===== src/rtl/fetch_pkg.sv =====
`default_nettype none
// +------------------------------------------------------------------+
// | Module      : fetch_pkg                                          |
// | Description : Shared types and constants for the fetch unit:     |
// |               FSM state enum, NOP encoding, default reset PC.    |
// | Revision    : 1.0 - initial release                              |
// +------------------------------------------------------------------+
package fetch_pkg;

  // Fetch FSM states, explicitly encoded
  typedef enum logic [2:0] {
    IDLE = 3'd0,
    REQ  = 3'd1,
    WAIT = 3'd2,
    HOLD = 3'd3,
    KILL = 3'd4
  } fetch_state_t;

  // addi x0, x0, 0
  localparam logic [31:0] C_NOP              = 32'h0000_0013;
  localparam logic [31:0] C_DEFAULT_RESET_PC = 32'h0000_0000;

  // Redirect targets are word aligned; the low two bits are dropped
  function automatic logic [31:0] align_target(input logic [31:0] target);
    return target & ~32'h0000_0003;
  endfunction

endpackage
`default_nettype wire


===== src/rtl/fetch_perf_cnt.sv =====
`default_nettype none
// +------------------------------------------------------------------+
// | Module      : fetch_perf_cnt                                     |
// | Description : Free-running 32-bit event counters for presented   |
// |               fetches and HOLD (stall) cycles. Wrap at 2^32.     |
// | Revision    : 1.0 - initial release                              |
// +------------------------------------------------------------------+
module fetch_perf_cnt (
  input  logic        clk,
  input  logic        rst,
  input  logic        fetch_evt,
  input  logic        stall_evt,
  output logic [31:0] fetch_cnt,
  output logic [31:0] stall_cnt
);

  logic [31:0] r_fetch_cnt;
  logic [31:0] r_stall_cnt;

  // Count one per event pulse; natural 32-bit wrap
  always_ff @(posedge clk or negedge rst) begin
    if (!rst) begin
      r_fetch_cnt <= '0;
      r_stall_cnt <= '0;
    end else begin
      if (fetch_evt) r_fetch_cnt <= r_fetch_cnt + 32'd1;
      if (stall_evt) r_stall_cnt <= r_stall_cnt + 32'd1;
    end
  end

  assign fetch_cnt = r_fetch_cnt;
  assign stall_cnt = r_stall_cnt;

endmodule
`default_nettype wire


===== src/rtl/fetch_unit.sv =====
`default_nettype none
// +------------------------------------------------------------------+
// | Module      : fetch_unit                                         |
// | Description : Single-outstanding instruction fetch FSM with      |
// |               redirect, downstream stall and response discard.   |
// |               Define FETCH_PERF_EN to add perf_fetch_cnt and     |
// |               perf_stall_cnt outputs.                            |
// | Revision    : 1.0 - initial release                              |
// +------------------------------------------------------------------+
module fetch_unit
  import fetch_pkg::*;
#(
  parameter logic [31:0] RESET_PC = C_DEFAULT_RESET_PC
) (
  input  logic        clk,
  input  logic        rst,
  input  logic        next_select,
  input  logic        branch_result,
  input  logic        jalr,
  input  logic [31:0] redirect_target,
  input  logic        load,
  output logic        imem_req,
  output logic [31:0] imem_addr,
  input  logic        imem_rvalid,
  input  logic [31:0] imem_rdata,
  output logic [31:0] pre_address_pc,
  output logic [31:0] instruction_fetch,
  output logic        fetch_valid
`ifdef FETCH_PERF_EN
  ,
  output logic [31:0] perf_fetch_cnt,
  output logic [31:0] perf_stall_cnt
`endif
);

  fetch_state_t r_state;
  logic [31:0]  r_pc;
  logic [31:0]  r_pre_pc;
  logic [31:0]  r_instr;
  logic         r_valid;

  logic         w_redirect;
  logic [31:0]  w_target;
  logic         w_accept;

  assign w_redirect = next_select | branch_result | jalr;
  assign w_target   = align_target(redirect_target);
  // A response in WAIT is kept only if no redirect lands in the same cycle
  assign w_accept   = (r_state == WAIT) && imem_rvalid && !w_redirect;

  // A redirect in REQ suppresses the strobe so the stale-PC request never
  // leaves; this keeps exactly one request in flight when we re-enter REQ.
  assign imem_req  = (r_state == REQ) && !w_redirect;
  assign imem_addr = r_pc;

  assign pre_address_pc    = r_pre_pc;
  assign instruction_fetch = r_instr;
  assign fetch_valid       = r_valid;

  // Fetch FSM, PC and registered presentation outputs
  always_ff @(posedge clk or negedge rst) begin
    if (!rst) begin
      r_state  <= IDLE;
      r_pc     <= RESET_PC;
      r_pre_pc <= '0;
      r_instr  <= C_NOP;
      r_valid  <= 1'b0;
    end else begin
      // Presentation lasts one cycle unless HOLD keeps it
      r_valid  <= 1'b0;
      r_instr  <= C_NOP;
      r_pre_pc <= '0;
      if (w_redirect) begin
        r_pc <= w_target;
        // An unanswered request must have its response swallowed in KILL
        if ((r_state == WAIT || r_state == KILL) && !imem_rvalid) begin
          r_state <= KILL;
        end else begin
          r_state <= REQ;
        end
      end else begin
        case (r_state)
          IDLE: r_state <= REQ;
          REQ:  r_state <= WAIT;
          WAIT: begin
            if (w_accept) begin
              r_valid  <= 1'b1;
              r_instr  <= imem_rdata;
              r_pre_pc <= r_pc;
              r_pc     <= r_pc + 32'd4;
              r_state  <= load ? HOLD : REQ;
            end
          end
          HOLD: begin
            if (load) begin
              r_valid  <= r_valid;
              r_instr  <= r_instr;
              r_pre_pc <= r_pre_pc;
            end else begin
              r_state <= REQ;
            end
          end
          KILL: begin
            if (imem_rvalid) r_state <= REQ;
          end
          default: r_state <= IDLE;
        endcase
      end
    end
  end

`ifdef FETCH_PERF_EN
  fetch_perf_cnt u_perf_cnt (
    .clk       (clk),
    .rst       (rst),
    .fetch_evt (w_accept),
    .stall_evt (r_state == HOLD),
    .fetch_cnt (perf_fetch_cnt),
    .stall_cnt (perf_stall_cnt)
  );
`endif

endmodule
`default_nettype wire


===== config.mk =====
export PLATFORM = sky130hd
export DESIGN_NAME = fetch_unit
export DESIGN_NICKNAME = d
export VERILOG_FILES = /design/src/rtl/fetch_pkg.sv /design/src/rtl/fetch_perf_cnt.sv /design/src/rtl/fetch_unit.sv
export SDC_FILE = /design/constraint.sdc
export NUM_CORES = 1
export LEC_CHECK = 0
export CAP_MARGIN = 20
export CORE_ASPECT_RATIO = 1.4
export CORE_MARGIN = 2
export CORE_UTILIZATION = 44
export DETAILED_ROUTE_END_ITERATION = 16
export PLACE_DENSITY = 0.81
export SYNTH_ARGS = -nofsm -noshare
export SYNTH_HDL_FRONTEND = slang
export SYNTH_SLANG_ARGS = --single-unit

===== constraint.sdc =====
create_clock -name clk -period 1.9 [get_ports clk]
set_clock_uncertainty 0.1 [all_clocks]
set_input_delay 0.19 -clock clk [delete_from_list [all_inputs] [get_ports clk]]
set_output_delay 0.19 -clock clk [all_outputs]
set_load 0.01 [all_outputs]

==> results of run 1 <==
## worst max-delay path by stage
stage | start | to | cells past startpoint
2_1_floorplan | r_state[2] | imem_addr[19] | 6
3_3_place_gp | branch_result | instruction_fetch[20] | 7
3_5_place_dp | branch_result | pre_address_pc[3] | 7
4_1_cts | branch_result | instruction_fetch[24] | 7
5_1_grt | jalr | pre_address_pc[28] | 7
6_report | jalr | pre_address_pc[24] | 7
## cells in the final DEF, fill, tap and decap left out, types with 2 or more instances in the layout
cell / instances
and4_4: 2
nand4_1: 6
clkdlybuf4s50_1: 162
conb_1: 2
nor4_2: 3
bufinv_16: 2
o21ai_1: 9
a31oi_1: 2
nand4_4: 3
o21ai_0: 26
dfstp_2: 3
clkbuf_16: 9
xor2_1: 8
nor3_2: 2
nor2_4: 2
xnor2_1: 20
and4_1: 4
buf_12: 4
o22a_1: 3
buf_4: 28
dfrtp_1: 94
a22o_1: 55
nand2_1: 49
and3_1: 2
and2_1: 2
nor2_1: 13
inv_1: 4
nor3_1: 8
nand3_1: 9
## flip-flops by register name, summed over array words and instances (netlist names)
name	cells
r_state	3
pre_address_pc	31
imem_addr	30
instruction_fetch	32
fetch_valid	1
## per-stage QoR
stage | cells | worst slack (ns) | hold slack, ns
floorplan | 371 | 0.206 | -0.206
global placement | 673 | -0.366 | 0.0762
detailed placement | 673 | -0.427 | 0.0833
CTS | 690 | 0.00459 | 0.268
global route | 691 | 0.00362 | 0.309
finish | 691 | 0.0310 | 0.260
## layout make-up
| cell class | instances | area [µm²] |
|---|---|---|
| Sequential cell | 97 | 2430 |
| Timing Repair Buffer | 199 | 1990 |
| Inverter | 4 | 15.0 |
| Tap cell | 132 | 165 |
| Fill cell | 705 | 2920 |
| Clock buffer | 10 | 229 |
| Multi-Input combinational cell | 244 | 1680 |
| Clock inverter | 5 | 81.3 |
## logic make-up (layout without fill, tap and decap cells)
kind of cell	count (synthesis)	after routing
compound gates	98	98
xor+xnor	28	28
other cells	1	2
simple gates	114	114
buf+inv	30	218
flops	97	97
fa+ha+maj	1	1
mux	1	1
## power groups by stage
stage	Sequential, mW	Clock [mW]	Combinational (mW)
after detailed placement	2.22	0	0.541
after global placement	2.21	0	0.530
after floorplan	2.24	0	0.142
final	2.18	1.88	0.546
after CTS	2.18	1.93	0.550
after global routing	2.19	2.02	0.595
## worst max-delay path, cell delays in order
cell and delay [ns]:
clkdlybuf4s50_1 0.42, or3_4 0.44, buf_8 0.18, nor2_4 0.09
and4_4 0.27, bufbuf_16 0.30, a22o_1 0.15
## timing repair
| item | 4_1_cts | 5_1_grt |
|---|---|---|
| setup buffers | 0 | 1 |
| gates resized for setup | 5 | 2 |
| hold endpoints to repair | 32 | 0 |
| gates cloned | 1 | 0 |
| endpoints found under the setup margin | 49 | 18 |
| pin swaps | 1 | 1 |
| hold buffers | 1 | 0 |
## layer usage
metal	global-route usage	part of all wire	wire length (µm)	vias up
met1	0.286	0.41	4780	1779
met4	0.0692	0.018	207	0
met2	0.380	0.51	5890	146
met3	0.0490	0.058	668	17
li1	-	-	-	1692
met5	0	0	0	-
==> out/metrics.csv, run 1 <==
metric,value,unit
place_congestion,0.764,
status,"complete, no violations",
ys_ff_latch,97,
ys.flop_type,dfrtp_1,
intPower,3.57,mW
ctsLongestPathBuffers,2,
cts_sinks,97,
synth_top_area_frac,0.545,
slew_viol_final,0,
synth_edf_count,0,
grt_pass1_wl,18.9,mm
rows,42,
ys_seq_area_frac,0.564,
synth_xor_area_frac,0.0568,
yosys-top-cells-area,"dfrtp_1, a22o_1, nand2_1",
viasPerCell,5.26,
tns,0,ns
synth_warnings,0,
crit_type,in -> reg,
r2r-start,imem_addr[13],
synth_top_family_by_area,compound AO/OA/AOI/OAI gates,
dieArea,0.0106,mm²
antennaDiodeCount,0,
fp.dieW,87.7,µm
p_seq_frac,0.473,
synth.most_common_cell,dfrtp_1,
wl_per_cell,16.7,µm
total_leakage_power,2.81,nW
drt_wl_total,11.6,mm
finalSetupViolCount,0,
antenna_found_initial,0,
reg2regPathDepth,6,
power.total,4.61,mW
r2r-end,imem_addr[25],
synth-adder-area-share,0.00290,
worstPathRequired,2.07,ns
grt_max_degree,46,
grt-ovfl-total,0,
die_height,121,µm
p_clk_frac,0.408,
cts_buffers,9,
cts_root_buf,clkbuf_16,
pin_count,169,
grtUsageTotal,0.225,
power_density,699,mW/mm²
synth-compound-area-share,0.167,
fin_crit,1.87,ns
reg2reg_slack,0.14,ns
ctsHtreeMaxLevel,3,
clk_latency,0.34,ns
layout-drive-gt1-share,0.125,
core_area,0.00951,mm²
fmax,535,MHz
first_pass_iters,4,
switching_share,0.224,
start_util,0.454,
hold_path_class,in -> async,
avgSynthCellArea,11.7,µm²
drc,0,
cp_max_fo,22,
period_share,0.984,
ys_top_cells_by_count,"dfrtp_1, a22o_1, nand2_1",
grt_pass1_vias,3792,
portBuffers,164,
hold_viol_final,0,
cp-start-kind,input pin,
design_area,0.00659,mm²
cts_tree,yes,
drt-initial-drc-count,135,
area_growth,52.7,%
ir_drop,0.423,mV
p_switching,1.03,mW
vias,3634,
max_cap_viol_count,0,
num-nets-final,627,
syn-cell-area,0.00431,mm²
crit_arrival,2.04,ns
comb_power_share,0.118,
hpwl,8.36,mm
synth_cells,370,
synthSimpleGateAreaFrac,0.153,
synthMuxAreaShare,0.00232,
synth_area_leader_cell,dfrtp_1,
final_core_utilization,0.693,
dpl_cell_area,0.00620,mm²
ys_types,43,
synth_async_sr_flop_share,1.00,
rsz0062_at_grt,no,
end_kind,flip-flop,
postRouteAntennaNets,0,
clkTransAtPathRegs,0.07,ns
Power figures use the tool's default switching activity.
==> inputs of run 2 (changes only) <==
--- a/config.mk
+++ b/config.mk
@@ -8,9 +8,10 @@
 export CAP_MARGIN = 20
 export CORE_ASPECT_RATIO = 1.4
 export CORE_MARGIN = 2
-export CORE_UTILIZATION = 44
+export CORE_UTILIZATION = 40
 export DETAILED_ROUTE_END_ITERATION = 16
-export PLACE_DENSITY = 0.81
+export PLACE_DENSITY = 0.74
+export SKIP_LAST_GASP = 1
 export SYNTH_ARGS = -nofsm -noshare
 export SYNTH_HDL_FRONTEND = slang
 export SYNTH_SLANG_ARGS = --single-unit
==> run 2 against run 1 <==
Sequential share of layout area shrank 0.21 points. Worst setup slack gained 0.060 ns. Total power up 3.3%. Fmax rose by 3.3%. Design area grew 0.63%. Clock power rose by 8%.
==> out/metrics.csv, run 2 (synthesized netlist as in run 1, its figures left out) <==
metric,value,unit
power_density,718,mW/mm²
grt-ovfl-total,0,
cp_cell_sequence,and4bb_2 > buf_12 > and4_1 > buf_4 > nand4_1 > xor2_1 > o21ai_1,
drt-initial-drc-count,164,
placed_cells,685,
core_area,0.0105,mm²
cts_tree,yes,
first_pass_iters,4,
grtUsageTotal,0.206,
vias,3620,
slowest_stage,dfrtp_2,
clk_latency,0.34,ns
antenna_found_initial,0,
crit_type,reg -> reg,
n_fill_cell,867,
layout-drive-gt1-share,0.135,
place_congestion,0.789,
drt_wl_total,11.7,mm
finalSetupViolCount,0,
fin_cells,701,
comb_power_share,0.117,
slew_viol_final,0,
power.total,4.76,mW
dpl_cell_area,0.00629,mm²
postRouteAntennaNets,0,
p_clk_frac,0.426,
slowest_delay,0.44,ns
status,"complete, no violations",
crit_arrival,1.97,ns
total_leakage_power,2.82,nW
antennaDiodeCount,0,
dieArea,0.0116,mm²
p_seq_frac,0.458,
final_cell_mix,"clkdlybuf4s50_1, dfrtp_1, a22o_1",
cp-start-kind,flip-flop,
ctsHtreeMaxLevel,3,
wl_per_cell,16.7,µm
holdWs,0.189,ns
start_util,0.412,
ir_drop,0.466,mV
cts_root_buf,clkbuf_16,
hold_path_class,in -> async,
fmax,553,MHz
grt_max_degree,58,
cp_max_fo,7,
area_growth,53.7,%
rows,44,
intPower,3.72,mW
viasPerCell,5.16,
cts_sinks,97,
design_area,0.00663,mm²
p_switching,1.04,mW
cts_buffers,9,
hpwl,8.84,mm
switching_share,0.219,
fp.dieW,91.8,µm
rsz0062_at_grt,yes,
period_share,0.952,
end_kind,flip-flop,
portBuffers,164,
clkTransAtPathRegs,0.07,ns
ctsLongestPathBuffers,2,
die_height,127,µm
final_common_cell,clkdlybuf4s50_1,
grt_pass1_vias,3728,
num-nets-final,631,
largest_register_ffs,32,
grt_pass1_wl,18.9,mm
drc,0,
max_cap_viol_count,0,
post_cts_buffers,0,
hold_viol_final,0,
worstPathRequired,2.06,ns
fin_crit,1.81,ns
pin_count,169,
## run 2: final timing paths
check	start	end	slack, ns	depth (start not counted)
max	r_state[0]	imem_addr[29]	0.09	7
min	rst	instruction_fetch[11]	0.19	2
max reg2reg	r_state[0]	imem_addr[29]	0.09	7
min reg2reg	fetch_valid	fetch_valid	0.37	2
max in group asynchronous	rst	imem_addr[9]	0.90	3
min in group clk	redirect_target[22]	imem_addr[22]	0.28	3
## run 2: timing repair
item,in CTS,in global routing
hold endpoints to repair,28,0
gates resized for setup,1,4
pin swaps,0,3
hold buffers,1,0
setup endpoints to repair,1,6
## run 2: power by group through the flow
stage / combinational, mW / sequential, mW / clock (mW)
2_1_floorplan: 0.142 / 2.24 / 0
3_3_place_gp: 0.549 / 2.21 / 0
6_report: 0.555 / 2.18 / 2.03
5_1_grt: 0.604 / 2.19 / 2.17
3_5_place_dp: 0.558 / 2.22 / 0
4_1_cts: 0.564 / 2.18 / 2.07
## run 2: critical path, delay by kind of cell (launching register included)
family | cells | cell delay (ns)
and+or+nand+nor | 3 | 0.64
DFF | 1 | 0.44
xor gates and xnor gates | 1 | 0.16
AOI/OAI and AO/OA | 1 | 0.13
buffers and inverters | 2 | 0.26
## run 2: layout make-up
type | instances | area [µm²] | share of cell area
clock buffer | 10 | 229 | 0.0345
clock inverter | 5 | 104 | 0.0157
inverter | 4 | 15.0 | 0.00226
multi-input combinational | 244 | 1660 | 0.250
sequential | 97 | 2430 | 0.367
tap | 138 | 173 | 0.0260
timing repair buffer | 203 | 2020 | 0.304
## run 2: routing by layer
metal / vias to the layer above / track usage / wire, µm
met5: - / 0 / 0
met4: 0 / 0.0817 / 251
met3: 17 / 0.0392 / 561
met2: 126 / 0.375 / 6360
met1: 1774 / 0.237 / 4520
li1: 1703 / - / -
## run 2: metrics by stage
step | worst slack [ns] | utilization | TNS [ns]
after floorplan | 0.206 | - | 0
after global placement | -0.234 | 0.601 | -14.42
after detailed placement | -0.250 | 0.601 | -15.99
after CTS | 0.0258 | 0.634 | 0
after global routing | -0.0369 | 0.634 | -0.0369
final | 0.0908 | 0.634 | 0
